[src/rtl/bus_arbiter.sv]
// bus_arbiter: round-robin owner selection for NUM_REQ driver_bus instances that share one
// data bus. Only one enable is ever high. A change of owner always passes through a one-cycle
// turnaround with every enable low.
//
// Optional feature: define BUS_ARB_TIMEOUT_EN to compile in the hold counter. With it, an owner
// that has held the bus for MAX_HOLD cycles while another requester waits is forced off the
// bus. Without it, hold_timeout is tied low and the owner releases only by dropping req.
//
// Parameters
//   NUM_REQ      number of requesters (2..8)
//   MAX_HOLD     OWN cycles before a forced release (2..255)
// Ports
//   clk          clock, rising edge
//   rst_         asynchronous active-low reset
//   req          level-sensitive request, bit i belongs to requester i
//   data_e       registered one-hot-or-zero enables, bit i drives driver_bus i
//   grant_id     index of the current owner (keeps the last owner while idle)
//   bus_busy     high whenever any data_e bit is high
//   hold_timeout one-cycle pulse in the turnaround that follows a forced release
module bus_arbiter #(
   parameter int unsigned NUM_REQ  = 4,
   parameter int unsigned MAX_HOLD = 8
) (
   input  logic                       clk,
   input  logic                       rst_,
   input  logic [NUM_REQ-1:0]         req,
   output logic [NUM_REQ-1:0]         data_e,
   output logic [$clog2(NUM_REQ)-1:0] grant_id,
   output logic                       bus_busy,
   output logic                       hold_timeout
);

   localparam int unsigned IdW   = $clog2(NUM_REQ);
   localparam int unsigned HoldW = $clog2(MAX_HOLD + 1);

   if (NUM_REQ < 2 || NUM_REQ > 8) begin : g_bad_num_req
      $error("bus_arbiter: NUM_REQ must be in 2..8");
   end
   if (MAX_HOLD < 2 || MAX_HOLD > 255) begin : g_bad_max_hold
      $error("bus_arbiter: MAX_HOLD must be in 2..255");
   end

   typedef enum logic [1:0] {
      StIdle,
      StOwn,
      StTurn
   } state_e;

   state_e             state_q;
   logic [NUM_REQ-1:0] data_e_q;
   logic [IdW-1:0]     grant_id_q;
   logic [IdW-1:0]     last_owner_q;
   logic               bus_busy_q;

   // Round-robin search: first set req bit starting just after the last owner.
   logic               pick_valid;
   logic [IdW-1:0]     pick_idx;
   logic [IdW-1:0]     cand_idx;
   int unsigned        cand;

   always_comb begin
      pick_valid = 1'b0;
      pick_idx   = '0;
      cand       = 0;
      cand_idx   = '0;
      for (int unsigned k = 1; k <= NUM_REQ; k++) begin
         cand     = (32'(last_owner_q) + k) % NUM_REQ;
         cand_idx = IdW'(cand);
         if (!pick_valid && req[cand_idx]) begin
            pick_valid = 1'b1;
            pick_idx   = cand_idx;
         end
      end
   end

`ifdef BUS_ARB_TIMEOUT_EN
   logic [HoldW-1:0]   hold_cnt_q;
   logic               hold_timeout_q;
   logic [NUM_REQ-1:0] others;

   // Requests from everyone except the current owner.
   always_comb begin
      others             = req;
      others[grant_id_q] = 1'b0;
   end
`endif

   always_ff @(posedge clk or negedge rst_) begin
      if (!rst_) begin
         state_q        <= StIdle;
         data_e_q       <= '0;
         grant_id_q     <= '0;
         last_owner_q   <= IdW'(NUM_REQ - 1);
         bus_busy_q     <= 1'b0;
`ifdef BUS_ARB_TIMEOUT_EN
         hold_cnt_q     <= '0;
         hold_timeout_q <= 1'b0;
`endif
      end else begin
`ifdef BUS_ARB_TIMEOUT_EN
         hold_timeout_q <= 1'b0;
`endif
         unique case (state_q)
            StIdle, StTurn: begin
               // TURN always lasts one cycle: grant directly or fall back to idle.
               if (pick_valid) begin
                  state_q      <= StOwn;
                  data_e_q     <= NUM_REQ'(1) << pick_idx;
                  grant_id_q   <= pick_idx;
                  last_owner_q <= pick_idx;
                  bus_busy_q   <= 1'b1;
`ifdef BUS_ARB_TIMEOUT_EN
                  hold_cnt_q   <= '0;
`endif
               end else begin
                  state_q <= StIdle;
               end
            end
            StOwn: begin
               // A voluntary release wins over a coincident timeout, so no pulse then.
               if (!req[grant_id_q]) begin
                  state_q    <= StTurn;
                  data_e_q   <= '0;
                  bus_busy_q <= 1'b0;
               end
`ifdef BUS_ARB_TIMEOUT_EN
               // >= so that an owner that held alone past the limit is released as soon
               // as a competitor appears.
               else if ((hold_cnt_q >= HoldW'(MAX_HOLD - 1)) && (|others)) begin
                  state_q        <= StTurn;
                  data_e_q       <= '0;
                  bus_busy_q     <= 1'b0;
                  hold_timeout_q <= 1'b1;
               end else if (hold_cnt_q != HoldW'(MAX_HOLD)) begin
                  hold_cnt_q <= hold_cnt_q + HoldW'(1);
               end
`endif
            end
            default: begin
               state_q    <= StIdle;
               data_e_q   <= '0;
               bus_busy_q <= 1'b0;
            end
         endcase
      end
   end

   assign data_e   = data_e_q;
   assign grant_id = grant_id_q;
   assign bus_busy = bus_busy_q;
`ifdef BUS_ARB_TIMEOUT_EN
   assign hold_timeout = hold_timeout_q;
`else
   assign hold_timeout = 1'b0;
`endif

endmodule
[config.mk]
export PLATFORM = sky130hd
export DESIGN_NAME = bus_arbiter
export DESIGN_NICKNAME = d
export VERILOG_FILES = /design/src/rtl/bus_arbiter.sv
export SDC_FILE = /design/constraint.sdc
export NUM_CORES = 1
export LEC_CHECK = 0
export ABC_AREA = 0
export BUFFER_PORTS_ARGS = -buffer_cell sky130_fd_sc_hd__clkbuf_2
export CAP_MARGIN = 0
export CORE_AREA = 2 2 39 41
export CTS_CLUSTER_SIZE = 30
export DETAILED_ROUTE_END_ITERATION = 8
export DIE_AREA = 0 0 41 43
export PLACE_DENSITY = 0.66
export SETUP_SLACK_MARGIN = 0.05
export SKIP_LAST_GASP = 1
export SLEW_MARGIN = 20
export SYNTH_ARGS = -nofsm -noshare
export SYNTH_HDL_FRONTEND = slang
export SYNTH_SLANG_ARGS = --single-unit
export TNS_END_PERCENT = 30
[constraint.sdc]
create_clock -name clk -period 1.7 [get_ports clk]
set_clock_uncertainty 0.2 [all_clocks]
set_input_delay 0 -clock clk [delete_from_list [all_inputs] [get_ports clk]]
set_output_delay 0 -clock clk [all_outputs]
set_load 0.005 [all_outputs]
==> metrics.txt <==
Util after Layout between 50 and 60%; WHS 41.4 ps; Netlist cell types 26; Tmin final around 1700 ps; 1st-pass router iterations 2; initial antenna violation count 0; Synthesized Nets between 50 and 60; CTS tree yes; largest family of logic cells by synthesized area simple AND/OR/NAND/NOR gates; Leakage about 0.00035 uW; CP Launch Type flop; post-synth design cell area about 540 sq um; Sw Share a little over a third; crit path max fanout 7; post-synthesis simple-gate area fraction about 20%; area share of xor/xnor cells in the synthesized design 0%; critical-path cell list and3b_2 > o31ai_2 > buf_4 > or2_1 > o2bb2ai_1; number of global-route vias before repair 409; Crit Path Class reg2reg; Clock Latency Late Sink around 260 ps; #FFs+latches synth 11; Wirelength per Cell 13.4 microns; largest net degree at the start of global routing 10; Max Freq between 600 and 700 MHz; area share of the largest cell type after synthesis between 40% and 50%; Bufs on Longest Clock Path 2; Finished Cell Area 747 sq um; clock-pin transition on the worst setup and hold timing paths 70 ps; Vias/cell approximately 5.1; Final setup violation count 0; layout cell share with drive strength beyond 1 44.9%; Setup crit end kind flop; # DRC 0; Clock Power Share a little over an eighth; status finished, final reports clean; Synth Area in Adders 0%; input/output buffers 12; boundary pin count 14; Logic pwr share 47.2%; placed cells 75; Sink Count 11; GRT Overall Usage roughly 16%; VDD IR-drop max approximately 0.00065 V; Yosys top cell by area dfrtp_1; area fraction in compound gates after synthesis 15.7%; initial DRC count 5; Die Y 43 microns; post-route insts no fill between 80 and 90; FP Rows 14; Hold Path Class in2reg; Sw Pwr 461 uW; Slew Limit Fails 0; DIE AREA 1760 sq um; crit share post-route between 90% and 100%; post-route ant nets 0; first-pass GRT wire length roughly 1900 microns; ranking of synthesized cells by area dfrtp_1, dfstp_2, mux2_1; DRT Wirelength between 1000 and 1500 microns; via count 430; starting density of the core between 30% and 40%; most used flip-flop cell after synthesis dfrtp_1; Post-synth EDFFs 0; Cells after Synth 47; buffers plus inverters on the worst setup path 1; Seq/Total Area, Yosys about half; max incr delay on CP slightly above 600 ps; ys async rst share 100%; mean area per synthesized cell around 12 sq um; Max Cap Viol 0; RSZ-0062 raised after global routing true; Core Box Area 1380 sq um; clock root cell clkbuf_4; yosys warns 0; Data required, critical path between 1500 and 2000 ps; Fin. Hold Viols 0; nets@finish between 70 and 80; arrival time worst endpoint 1660 ps; Cell Area, Placed about 620 sq um; CP max stage cell dfstp_2; Crit path max-delay family flip-flops; commonest non-fill, non-tap cell in the layout clkbuf_2; area grow syn2layout 37.9%; most frequent cells in the layout clkbuf_2, dfrtp_1, nand2_1, buf_4, clkbuf_4; Congestion Overflow GR 0; Flop pwr share between 30% and 40%; CTS H-Tree Depth 1; mux share of post-synthesis cell area 10.2%; Pwr Total ~1300 uW; DP HPWL roughly 830 microns; power per cell area between 1500 and 2000 nW/um^2; die width ~41 microns; internal cell power approximately 850 uW; number of diodes 0; CTS buffer count 3; routability cong. a little under 0.7
## layer usage
layer	track usage (%)	share of wire (%)
met1	22.2	45
met2	24.1	50
met3	4.71	3.7
met4	6.00	1.0
met5	0	0
## cell type report
type / count / area, sq um
Sequential cell: 11 / 278
Multi-Input combinational cell: 34 / 302
Inverter: 1 / 3.75
Timing Repair Buffer: 19 / 118
Clock buffer: 4 / 26.3
Fill cell: 128 / 637
Tap cell: 16 / 20.0
## cells in the mapped netlist (2+ instances only)
master / count
or2_1: 2
o2bb2ai_1: 2
dfstp_2: 2
mux2_1: 2
nand2_1: 6
nor2_1: 2
nor2b_1: 2
dfrtp_1: 9
a21oi_1: 2
nand2b_1: 2
## registers in the layout, summed over array words and instances (netlist names)
| signal | count |
|---|---|
| bus_busy | 1 |
| data_e | 4 |
| grant_id | 2 |
| last_owner_q | 2 |
| state_q | 2 |
## through the flow
stage               TNS (ps)  setup slack [ps]
floorplan                  0              60.5
global placement       -8.59             -8.59
detailed placement     -19.6             -19.6
CTS                        0              29.2
global route           -33.9             -16.5
finish                     0              34.7
## final timing paths
path,start,endpoint,slack (ps),cells past startpoint
max,last_owner_q[1],data_e[2],30,5
min,req[0],data_e[0],40,3
max reg2reg,last_owner_q[1],data_e[2],30,5
min reg2reg,state_q[1],state_q[1],270,1
max in group asynchronous,rst_,data_e[3],390,3
min in group asynchronous,rst_,last_owner_q[1],50,2
## cell families (layout without fill, tap and decap cells)
| kind of cell | Yosys count | after routing |
|---|---|---|
| multiplexers | 4 | 4 |
| buffers and inverters | 2 | 24 |
| flip-flops | 11 | 11 |
| other | 1 | 1 |
| AO/OA/AOI/OAI | 10 | 10 |
| AND/OR/NAND/NOR | 19 | 19 |
## power by group through the flow
stage	logic, uW	registers [uW]	clock network (uW)
4_1_cts	575	515	184
6_report	618	516	174
3_5_place_dp	463	519	0
2_1_floorplan	295	503	0
3_3_place_gp	455	511	0
5_1_grt	683	538	195
## tightest hold or removal path, delay by kind of cell
family | cells | cell delay (ps)
AO/OA/AOI/OAI | 2 | 320
buffers and inverters | 1 | 150
## timing repair
action,4_1_cts,5_1_grt
endpoints found under the hold margin,11,0
hold buffers,2,0
gates resized for setup,3,4
setup buffers,4,0
pin swaps,2,1
setup endpoints to repair,5,9
Power figures use the tool's default switching activity.
